`config.mk`:
```
export PLATFORM = sky130hd
export DESIGN_NAME = prbs_gen_par_flat
export DESIGN_NICKNAME = d
export VERILOG_FILES = /design/src/rtl/prbs_pkg.sv /design/src/rtl/prbs_gen_par_if.sv /design/src/rtl/prbs_lfsr_unroll.sv /design/src/rtl/prbs_gen_par.sv /design/src/flat_wrapper.sv
export SDC_FILE = /design/constraint.sdc
export NUM_CORES = 1
export LEC_CHECK = 0
export BUFFER_PORTS_ARGS = -buffer_cell sky130_fd_sc_hd__buf_2
export CORE_UTILIZATION = 35
export DETAILED_ROUTE_END_ITERATION = 10
export GPL_ROUTABILITY_DRIVEN = 0
export MAX_ROUTING_LAYER = met4
export SETUP_SLACK_MARGIN = 0.3
export SYNTH_ARGS = -nofsm -noshare
export SYNTH_HDL_FRONTEND = slang
export SYNTH_SLANG_ARGS = --single-unit
```
`constraint.sdc`:
```
create_clock -name clk -period 14.6 [get_ports clk]
set_clock_uncertainty 0.2 [all_clocks]
set_input_delay 0.73 -clock clk [delete_from_list [all_inputs] [get_ports clk]]
set_output_delay 0.73 -clock clk [all_outputs]
set_load 0.05 [all_outputs]
```
`src/rtl/prbs_pkg.sv`:
```
// rtl/prbs_pkg.sv - polynomial encodings, tap table and single-step LFSR helper
//
// Purpose : shared definitions for the parallel PRBS generator and checker.
// Contents: poly_sel encodings, (n,m) tap table, n-bit state mask,
//           reserved-code test and the one-bit Fibonacci step lfsr_step().
package prbs_pkg;

  localparam logic [2:0] POLY_PRBS7  = 3'd0;
  localparam logic [2:0] POLY_PRBS9  = 3'd1;
  localparam logic [2:0] POLY_PRBS11 = 3'd2;
  localparam logic [2:0] POLY_PRBS15 = 3'd3;
  localparam logic [2:0] POLY_PRBS23 = 3'd4;
  localparam logic [2:0] POLY_PRBS31 = 3'd5;

  typedef struct packed {
    logic [4:0] n;  // register length
    logic [4:0] m;  // second tap
  } taps_t;

  function automatic taps_t poly_taps(input logic [2:0] sel);
    taps_t t;
    case (sel)
      POLY_PRBS7:  t = '{n: 5'd7,  m: 5'd6};
      POLY_PRBS9:  t = '{n: 5'd9,  m: 5'd5};
      POLY_PRBS11: t = '{n: 5'd11, m: 5'd9};
      POLY_PRBS15: t = '{n: 5'd15, m: 5'd14};
      POLY_PRBS23: t = '{n: 5'd23, m: 5'd18};
      POLY_PRBS31: t = '{n: 5'd31, m: 5'd28};
      // Reserved codes get harmless in-range taps; their mask is zero and
      // generation is blocked by cfg_err anyway.
      default:     t = '{n: 5'd7,  m: 5'd6};
    endcase
    return t;
  endfunction

  // Low n bits set for the selected polynomial; zero for reserved codes.
  function automatic logic [31:0] poly_mask(input logic [2:0] sel);
    logic [31:0] msk;
    case (sel)
      POLY_PRBS7:  msk = 32'h0000_007F;
      POLY_PRBS9:  msk = 32'h0000_01FF;
      POLY_PRBS11: msk = 32'h0000_07FF;
      POLY_PRBS15: msk = 32'h0000_7FFF;
      POLY_PRBS23: msk = 32'h007F_FFFF;
      POLY_PRBS31: msk = 32'h7FFF_FFFF;
      default:     msk = 32'h0000_0000;
    endcase
    return msk;
  endfunction

  function automatic logic poly_reserved(input logic [2:0] sel);
    return (sel > POLY_PRBS31);
  endfunction

  // One Fibonacci step: returns {fb, next_state}; fb is the emitted bit.
  function automatic logic [32:0] lfsr_step(input logic [31:0] state,
                                            input logic [2:0]  sel);
    taps_t t;
    logic  fb;
    t  = poly_taps(sel);
    fb = state[t.n - 5'd1] ^ state[t.m - 5'd1];
    return {fb, ({state[30:0], fb} & poly_mask(sel))};
  endfunction

endpackage

```
`src/rtl/prbs_gen_par_if.sv`:
```
// rtl/prbs_gen_par_if.sv - valid/ready stream carrying PRBS words
//
// Purpose : groups the output stream of the PRBS generator.
// Signals : dout     DATA_W  PRBS word, bit 0 earliest in time
//           dout_vld 1       word valid
//           dout_rdy 1       sink accepts when dout_vld & dout_rdy
// Modports: master = source (generator), slave = sink.
interface prbs_gen_par_if #(
  parameter int DATA_W = 8
);
  logic [DATA_W-1:0] dout;
  logic              dout_vld;
  logic              dout_rdy;

  modport master (output dout, output dout_vld, input dout_rdy);
  modport slave  (input dout, input dout_vld, output dout_rdy);
endinterface

```
`src/rtl/prbs_lfsr_unroll.sv`:
```
// rtl/prbs_lfsr_unroll.sv - combinational DATA_W-step LFSR unroll
//
// Purpose : advances the LFSR by DATA_W serial steps in one cycle.
// Ports   : state      in  32      current LFSR state
//           sel        in  3       polynomial select
//           word       out DATA_W  emitted bits, word[i] = bit of step i+1
//           next_state out 32      state after DATA_W steps
module prbs_lfsr_unroll
  import prbs_pkg::*;
#(
  parameter int DATA_W = 8
) (
  input  logic [31:0]       state,
  input  logic [2:0]        sel,
  output logic [DATA_W-1:0] word,
  output logic [31:0]       next_state
);

  logic [31:0] s;
  logic [32:0] r;

  always_comb begin
    s    = state;
    r    = '0;
    word = '0;
    for (int i = 0; i < DATA_W; i++) begin
      r       = lfsr_step(s, sel);
      word[i] = r[32];
      s       = r[31:0];
    end
    next_state = s;
  end

endmodule

```
`src/rtl/prbs_gen_par.sv`:
```
// rtl/prbs_gen_par.sv - parallel run-time configurable PRBS generator
//
// Purpose : emits DATA_W PRBS bits per accepted beat, with polynomial
//           select, seed load, single-bit error injection and counters.
// Ports   : clk, rst          clock, async active-high reset
//           prbs_en           generate beats while high
//           poly_sel, seed    latched on seed_load pulse
//           seed_load         load pulse (priority over generation)
//           err_inj           flip bit 0 of the next generated beat
//           out_if            master stream (dout/dout_vld/dout_rdy)
//           cfg_err           latched poly is reserved, generation blocked
//           gen_shift_reg     LFSR state (debug)
//           word_cnt          accepted beats, wraps
//           inj_cnt           injected errors, saturates
module prbs_gen_par #(
  parameter int         DATA_W    = 8,
  parameter logic [2:0] INIT_POLY = 3'd0
) (
  input  logic          clk,
  input  logic          rst,
  input  logic          prbs_en,
  input  logic [2:0]    poly_sel,
  input  logic          seed_load,
  input  logic [31:0]   seed,
  input  logic          err_inj,
  prbs_gen_par_if.master out_if,
  output logic          cfg_err,
  output logic [31:0]   gen_shift_reg,
  output logic [31:0]   word_cnt,
  output logic [15:0]   inj_cnt
);
  import prbs_pkg::*;

  logic [31:0]       state_q;
  logic [2:0]        poly_q;
  logic              cfg_err_q;
  logic [DATA_W-1:0] dout_q;
  logic              vld_q;
  logic              inj_pend_q;

  logic [DATA_W-1:0] word;
  logic [DATA_W-1:0] word_inj;
  logic [31:0]       next_state;
  logic [31:0]       seed_masked;
  logic [31:0]       seed_val;
  logic              gen;
  logic              accept;
  logic              inj_now;

  prbs_lfsr_unroll #(.DATA_W(DATA_W)) u_unroll (
    .state      (state_q),
    .sel        (poly_q),
    .word       (word),
    .next_state (next_state)
  );

  assign accept = vld_q & out_if.dout_rdy;
  assign gen    = prbs_en & ~cfg_err_q & ~seed_load & (~vld_q | out_if.dout_rdy);
  // A pulse arriving in a generate cycle applies to that same beat.
  assign inj_now = inj_pend_q | err_inj;

  always_comb begin
    word_inj    = word;
    word_inj[0] = word[0] ^ inj_now;
    seed_masked = seed & poly_mask(poly_sel);
    // The all-zero state is the LFSR lock-up point, so map it to all-ones.
    seed_val    = (seed_masked == 32'd0) ? poly_mask(poly_sel) : seed_masked;
  end

  always_ff @(posedge clk or posedge rst) begin
    if (rst) begin
      state_q    <= poly_mask(INIT_POLY);
      poly_q     <= INIT_POLY;
      cfg_err_q  <= 1'b0;
      dout_q     <= '0;
      vld_q      <= 1'b0;
      inj_pend_q <= 1'b0;
      word_cnt   <= 32'd0;
      inj_cnt    <= 16'd0;
    end else begin
      if (seed_load) begin
        poly_q    <= poly_sel;
        cfg_err_q <= poly_reserved(poly_sel);
        state_q   <= seed_val;
        // The pending beat stays on dout unless it is taken right now.
        if (accept) vld_q <= 1'b0;
      end else if (gen) begin
        dout_q  <= word_inj;
        vld_q   <= 1'b1;
        state_q <= next_state;
      end else if (accept) begin
        vld_q <= 1'b0;
      end

      if (gen) begin
        inj_pend_q <= 1'b0;
        if (inj_now && inj_cnt != 16'hFFFF) inj_cnt <= inj_cnt + 16'd1;
      end else if (err_inj) begin
        inj_pend_q <= 1'b1;
      end

      if (accept) word_cnt <= word_cnt + 32'd1;
    end
  end

  assign out_if.dout     = dout_q;
  assign out_if.dout_vld = vld_q;
  assign cfg_err         = cfg_err_q;
  assign gen_shift_reg   = state_q;

endmodule

```
`src/flat_wrapper.sv`:
```
// flat-port wrapper written by rule: the top's interface ports become plain ports
module prbs_gen_par_flat import prbs_pkg::*;
#(
  parameter int         DATA_W    = 8,
  parameter logic [2:0] INIT_POLY = 3'd0
)
  (clk, rst, prbs_en, poly_sel, seed_load, seed, err_inj, cfg_err, gen_shift_reg, word_cnt, inj_cnt, out_if_dout, out_if_dout_vld, out_if_dout_rdy);
  prbs_gen_par_if #(.DATA_W(DATA_W)) out_if_i ();
  input  logic clk;
  input  logic rst;
  input  logic prbs_en;
  input  logic [2:0] poly_sel;
  input  logic seed_load;
  input  logic [31:0] seed;
  input  logic err_inj;
  output logic cfg_err;
  output logic [31:0] gen_shift_reg;
  output logic [31:0] word_cnt;
  output logic [15:0] inj_cnt;
  output wire logic [$bits(out_if_i.dout)-1:0] out_if_dout;
  output wire logic [$bits(out_if_i.dout_vld)-1:0] out_if_dout_vld;
  input wire logic [$bits(out_if_i.dout_rdy)-1:0] out_if_dout_rdy;
  assign out_if_dout = out_if_i.dout;
  assign out_if_dout_vld = out_if_i.dout_vld;
  assign out_if_i.dout_rdy = out_if_dout_rdy;
  prbs_gen_par #(.DATA_W(DATA_W), .INIT_POLY(INIT_POLY)) u_core (.clk(clk), .rst(rst), .prbs_en(prbs_en), .poly_sel(poly_sel), .seed_load(seed_load), .seed(seed), .err_inj(err_inj), .out_if(out_if_i), .cfg_err(cfg_err), .gen_shift_reg(gen_shift_reg), .word_cnt(word_cnt), .inj_cnt(inj_cnt));
endmodule
```
==> results.py, run 1 <==
metrics = {
    "run_status": {
        "status": "complete, no violations",
    },
    "pwr": {
        "leakage_nw": 4.05,
        "power_mw": 1.38,
        "vdd_ir_drop_max_uv": 84.2,
        "powerDensity_nw_per_um2": 142,
    },
    "grt": {
        "first_global_vias": 9073,
        "grt_pass1_wl_um": 51700,
        "grt_overflow": 0,
        "grt_max_degree": 58,
        "grt_use_total_pct": 26.3,
        "grt_antenna_before_repair": 0,
    },
    "synthesis": {
        "avgSynthCellArea_um2": 7.68,
        "yosys.area.top_type": "dfrtp_1",
        "synth_seq_area_share_pct": 27.0,
        "syn-num-nets": 1173,
        "synth_area_um2": 8650,
        "synth_top_area_share_pct": 24.9,
        "netlist_instances": 1126,
        "synth_edf_count": 0,
        "yosysWarnings": 0,
        "synth-seq-cells": 93,
        "synthFlopType": "dfrtp_1",
        "async_reset_ff_share_pct": 100,
        "synthTopCellsByArea": "dfrtp_1 25%, nand2_1 6.1%, o21ai_0 4.7%",
        "synth_cell_types": 94,
    },
    "cells_and_area": {
        "regArea_um2": 2340,
        "multi_input_area_um2": 5750,
        "drive_gt1_share_pct": 18.0,
        "final_common_cell": "nand2_1",
        "layout.cells.non_filler": 1504,
        "layout_common_cells": "141 x nand2_1, 128 x buf_2, 85 x dfrtp_1, 82 x o21ai_0, 78 x nor2_1",
        "post-route-util_pct": 40.0,
        "num-nets-final": 1223,
        "fillers": 2594,
        "area_growth_pct": 12.1,
        "diodes": 0,
        "largest_register_ffs": 32,
    },
    "timing": {
        "final-setup-viol-count": 0,
        "hold_violations": 0,
        "rsz0062_at_grt": "no",
        "slew_violations": 0,
        "fin_tns_setup_ps": 0,
        "fmaxAchievable_ghz": 0.106,
        "period_minus_slack_ps": 9400,
        "tightest_slew_ps": 975,
        "relSlewSlack_pct": 35.0,
        "fin_ws_ps": 5200,
        "period_share_pct": 64.4,
    },
    "floorplan": {
        "io-pin-count": 131,
        "die_area_um2": 25400,
        "rows": 57,
        "die_h_um": 159,
        "start_util_pct": 35.7,
        "die_x_um": 159,
        "coreArea_um2": 24200,
    },
    "critical_path": {
        "max_stage_delay_ps": 620,
        "worstPathMaxFanout": 53,
        "worstPathRequired_ps": 14670,
        "crit_type": "reg -> reg",
        "crit_arrival_ps": 9470,
        "critPathBufInv": 5,
        "path_common_cell": "buf_4",
        "startpoint_type": "flop",
        "slowest_stage": "or4b_4",
        "cpLargestDelayFamily": "simple AND/OR/NAND/NOR gates",
        "endpoint_kind": "flop",
    },
    "clocking": {
        "htreeDepth": 3,
        "clk_pin_slew_ps": 70,
        "cts_tree": "built",
        "tritoncts.num_buffers": 9,
        "clk_path_buf_depth": 2,
        "cts_setup_buffers": 0,
        "cts-resized-gates": 0,
        "clk_latency_ps": 340,
        "cts_hold_repair.buffers": 0,
        "cts.sinks": 93,
        "clockRootBuffer": "clkbuf_16",
    },
    "place": {
        "dp_hpwl_um": 23200,
        "dp_cells": 1489,
        "portBuffers": 128,
        "dpl_worst_slack_ps": 5390,
    },
    "routing": {
        "post_drt_wl_per_cell_um": 21.9,
        "drt_iter0_drc": 1228,
        "vias": 9641,
        "drc": 0,
        "via_per_inst": 6.41,
        "detail_route.first_pass.iterations": 5,
        "ant_nets": 0,
        "wirelength_um": 32900,
    },
    "min_path": {
        "min_path_type": "in -> async",
    },
    "job": {
        "cap_violations": 0,
    },
}
-- report_power, final --
group	total, mW	internal [mW]	leakage (nW)	switching [mW]
clock	0.253	0.151	0.150	0.102
sequential	0.361	0.296	1.18	0.0649
combinational	0.763	0.238	2.72	0.525
total	1.38	0.685	4.05	0.692
-- path summary, 6_finish.rpt --
path	endpoint	slack [ps]	startpoint	cells after the start
max	u_core.out_if.dout[7]$_DFFE_PP0P_	5200	u_core.poly_q[1]$_DFFE_PP0P_	28
min	u_core.word_cnt[13]$_DFFE_PP0P_	260	rst	2
max reg2reg	u_core.out_if.dout[7]$_DFFE_PP0P_	5200	u_core.poly_q[1]$_DFFE_PP0P_	28
min reg2reg	u_core.out_if.dout[5]$_DFFE_PP0P_	260	u_core.out_if.dout[5]$_DFFE_PP0P_	2
max in group asynchronous	u_core.poly_q[2]$_DFFE_PP0P_	12870	rst	3
min in group clk	u_core.out_if.dout[5]$_DFFE_PP0P_	260	u_core.out_if.dout[5]$_DFFE_PP0P_	2
-- final cells by class --
class                   count  area share [%]
multi-input cells         896            59.3
flip-flops and latches     93            24.1
repair buffers            146            7.99
well taps                 324            4.18
clock buffers               9            2.32
inverters                  30            1.19
clock inverters             6           0.980
-- synthesized netlist by cell type, drive strengths merged (5+ instances only) --
cell / number
and3: 23
a31oi: 24
xor2: 23
clkbuf: 72
mux2: 8
a21o: 5
ha: 6
a31o: 5
or3: 5
xnor2: 36
a311oi: 7
nor4: 9
nor2b: 13
o221ai: 15
a211oi: 20
dfrtp: 86
a211o: 11
o21ai: 84
nand2: 142
o211ai: 21
o22ai: 14
buf: 35
dfstp: 7
o2111ai: 7
a22oi: 11
o31ai: 6
o32ai: 8
nand2b: 11
nand3: 43
nor3: 25
a32oi: 5
a21oi: 71
mux2i: 14
a221oi: 21
inv: 30
nor2: 79
and2: 10
nand4: 17
o311ai: 13
-- metrics by stage --
| stage | hold WS [ps] | instance area (um2) |
|---|---|---|
| finish | 258 | 9700 |
| global route | 288 | 9700 |
| CTS | 272 | 9700 |
| detailed placement | 256 | 9380 |
| global placement | 253 | 9380 |
| floorplan | 270 | 8650 |
-- kinds of logic (layout without fill, tap and decap cells) --
group           Yosys count  in the layout  synth area share (%)
mux                      25             25                  3.44
fa+ha+maj                 6              6                 0.868
xor+xnor                 59             59                  5.97
buf+inv                 137            191                  6.77
flops                    93             93                  27.0
compound gates          398            398                  32.6
simple gates            407            407                  23.3
other cells               1              1                0.0433
-- metal layers --
metal / up-vias / GRT usage (%) / share of wire [%]
met5: - / - / 0
met4: 0 / 11.3 / 4.1
met3: 110 / 5.13 / 11
met2: 635 / 38.2 / 43
met1: 4561 / 35.4 / 41
li1: 4335 / - / -
Note: power is estimated with default switching activity, not from simulation.
==> inputs of run 2 (changes only) <==
==> constraint.sdc (replaced) <==
create_clock -name clk -period 9.2 [get_ports clk]
set_clock_uncertainty 0.2 [all_clocks]
set_input_delay 0.46 -clock clk [delete_from_list [all_inputs] [get_ports clk]]
set_output_delay 0.46 -clock clk [all_outputs]
set_load 0.05 [all_outputs]
==> results.py, run 2 (synthesis results as in run 1) <==
metrics = {
    "run_status": {
        "status": "complete, no violations",
    },
    "min_path": {
        "holdPathStages": 3,
        "hold_start": "prbs_en",
        "whs_endpoint": "u_core.out_if.dout_vld$_DFF_PP0_",
        "min_path_type": "in -> reg",
    },
    "timing": {
        "fmaxAchievable_ghz": 0.119,
        "final-setup-viol-count": 0,
        "relSlewSlack_pct": 34.8,
        "rsz0062_at_grt": "no",
        "period_share_pct": 91.3,
        "slew_violations": 0,
        "tightest_slew_ps": 977,
        "fin_tns_setup_ps": 0,
        "period_minus_slack_ps": 8400,
        "timing.hold.ws_ps": 164,
        "hold_violations": 0,
    },
    "routing": {
        "post_drt_wl_per_cell_um": 22.1,
        "drc": 0,
        "ant_nets": 0,
        "drt_iter0_drc": 1394,
        "via_per_inst": 6.44,
        "detail_route.first_pass.iterations": 5,
        "vias": 9703,
        "wirelength_um": 33400,
    },
    "cells_and_area": {
        "drive_gt1_share_pct": 18.2,
        "area_growth_pct": 12.2,
        "final_common_cell": "nand2_1",
        "layout_common_cells": "141 x nand2_1, 128 x buf_2, 85 x dfrtp_1, 82 x o21ai_0, 78 x nor2_1",
        "num-nets-final": 1226,
        "fillers": 2555,
        "diodes": 0,
        "largest_register_ffs": 32,
    },
    "grt": {
        "grt_overflow": 0,
        "grt_use_total_pct": 26.3,
        "grt_max_degree": 58,
        "grt_pass1_wl_um": 51700,
        "grt_antenna_before_repair": 0,
        "first_global_vias": 8843,
    },
    "clocking": {
        "clk_path_buf_depth": 2,
        "cts_tree": "built",
        "clockRootBuffer": "clkbuf_16",
        "cts.sinks": 93,
        "cts-resized-gates": 0,
        "clk_pin_slew_ps": 70,
        "tritoncts.num_buffers": 9,
        "clk_latency_ps": 340,
        "htreeDepth": 3,
    },
    "floorplan": {
        "die_area_um2": 25400,
        "coreArea_um2": 24200,
        "die_x_um": 159,
        "rows": 57,
        "die_h_um": 159,
        "io-pin-count": 131,
        "start_util_pct": 35.7,
    },
    "critical_path": {
        "reg2reg_slack_ps": 800,
        "r2r-end": "u_core.out_if.dout[7]$_DFFE_PP0P_",
        "worstPathRequired_ps": 9280,
        "crit_arrival_ps": 8480,
        "r2r-start": "u_core.poly_q[2]$_DFFE_PP0P_",
        "reg2reg_depth": 24,
        "startpoint_type": "flop",
        "endpoint_kind": "flop",
        "crit_type": "reg -> reg",
        "worstPathMaxFanout": 28,
    },
    "pwr": {
        "vdd_ir_drop_max_uv": 172,
        "powerDensity_nw_per_um2": 223,
        "leakage_nw": 4.05,
    },
    "place": {
        "dp_hpwl_um": 23600,
        "portBuffers": 128,
    },
    "job": {
        "cap_violations": 0,
    },
}
-- run 2: cell count changes in the layout (fill, tap and decap cells not counted) --
cell and change:
buf_4 +2, clkinv_4 +1, nor3b_2 +1, bufinv_16 -1, nor3b_1 -1, dlygate4sd3_1 +1, clkinvlp_4 +1, inv_6 -1
-- run 2: layer usage --
metal,global-route usage [%],share of wire (%)
met1,36.5,43
met2,37.2,42
met3,4.64,11
met4,11.4,3.8
met5,-,0
-- run 2: worst max-delay path by stage --
stage	start	end	slack, ps	cells after the start
finish	u_core.poly_q[2]$_DFFE_PP0P_	u_core.out_if.dout[7]$_DFFE_PP0P_	800	24
global route	u_core.poly_q[2]$_DFFE_PP0P_	u_core.out_if.dout[7]$_DFFE_PP0P_	530	24
CTS	u_core.poly_q[2]$_DFFE_PP0P_	u_core.out_if.dout[7]$_DFFE_PP0P_	980	24
detailed placement	u_core.poly_q[2]$_DFFE_PP0P_	u_core.out_if.dout[7]$_DFFE_PP0P_	990	24
global placement	u_core.poly_q[2]$_DFFE_PP0P_	u_core.out_if.dout[7]$_DFFE_PP0P_	1220	24
floorplan	u_core.poly_q[1]$_DFFE_PP0P_	u_core.out_if.dout[7]$_DFFE_PP0P_	980	34
-- run 2: final cells by class --
type                    instances  area [um2]  area share, %
clock buffers                   9         225           2.32
clock inverters                 6        72.6          0.747
inverters                      30         115           1.19
multi-input cells             896        5750           59.3
flip-flops and latches         93        2340           24.1
well taps                     324         405           4.17
repair buffers                149         801           8.25
-- run 2: critical path, stage by stage, from the launching register on --
cell	delay, ps
dfrtp_2	740
ha_1	360
or4b_4	590
nand2_8	250
inv_2	60
ha_1	260
or2_1	260
or2_1	370
a21oi_1	800
a31oi_1	170
a21oi_1	390
a211oi_2	180
and4b_4	250
o311ai_0	460
and3_1	590
a22oi_4	160
a31o_2	280
o311a_1	130
or4_1	510
a31oi_1	260
xnor2_1	170
a221oi_2	230
nor2_1	100
or4_1	470
nand3_1	80
-- run 2: repair_timing --
item,CTS,global route
buffers inserted,0,0
hold endpoints to repair,40,0
hold buffers,1,0
-- run 2: stage by stage --
| step | instance area (um2) | utilization, % | instances | power [mW] | setup slack, ps |
|---|---|---|---|---|---|
| floorplan | 8650 | - | 1126 | 1.44 | 979 |
| global placement | 9400 | 38.8 | 1491 | 1.75 | 1220 |
| detailed placement | 9400 | 38.8 | 1491 | 1.76 | 993 |
| CTS | 9710 | 40.0 | 1507 | 2.14 | 978 |
| global route | 9710 | 40.0 | 1507 | 2.27 | 526 |
| finish | 9710 | 40.0 | 1507 | 2.17 | 800 |
-- run 2: report_power, final --
part | switching, mW | internal (mW)
logic | 0.842 | 0.377
clock network | 0.163 | 0.212
registers | 0.105 | 0.469
total | 1.11 | 1.06
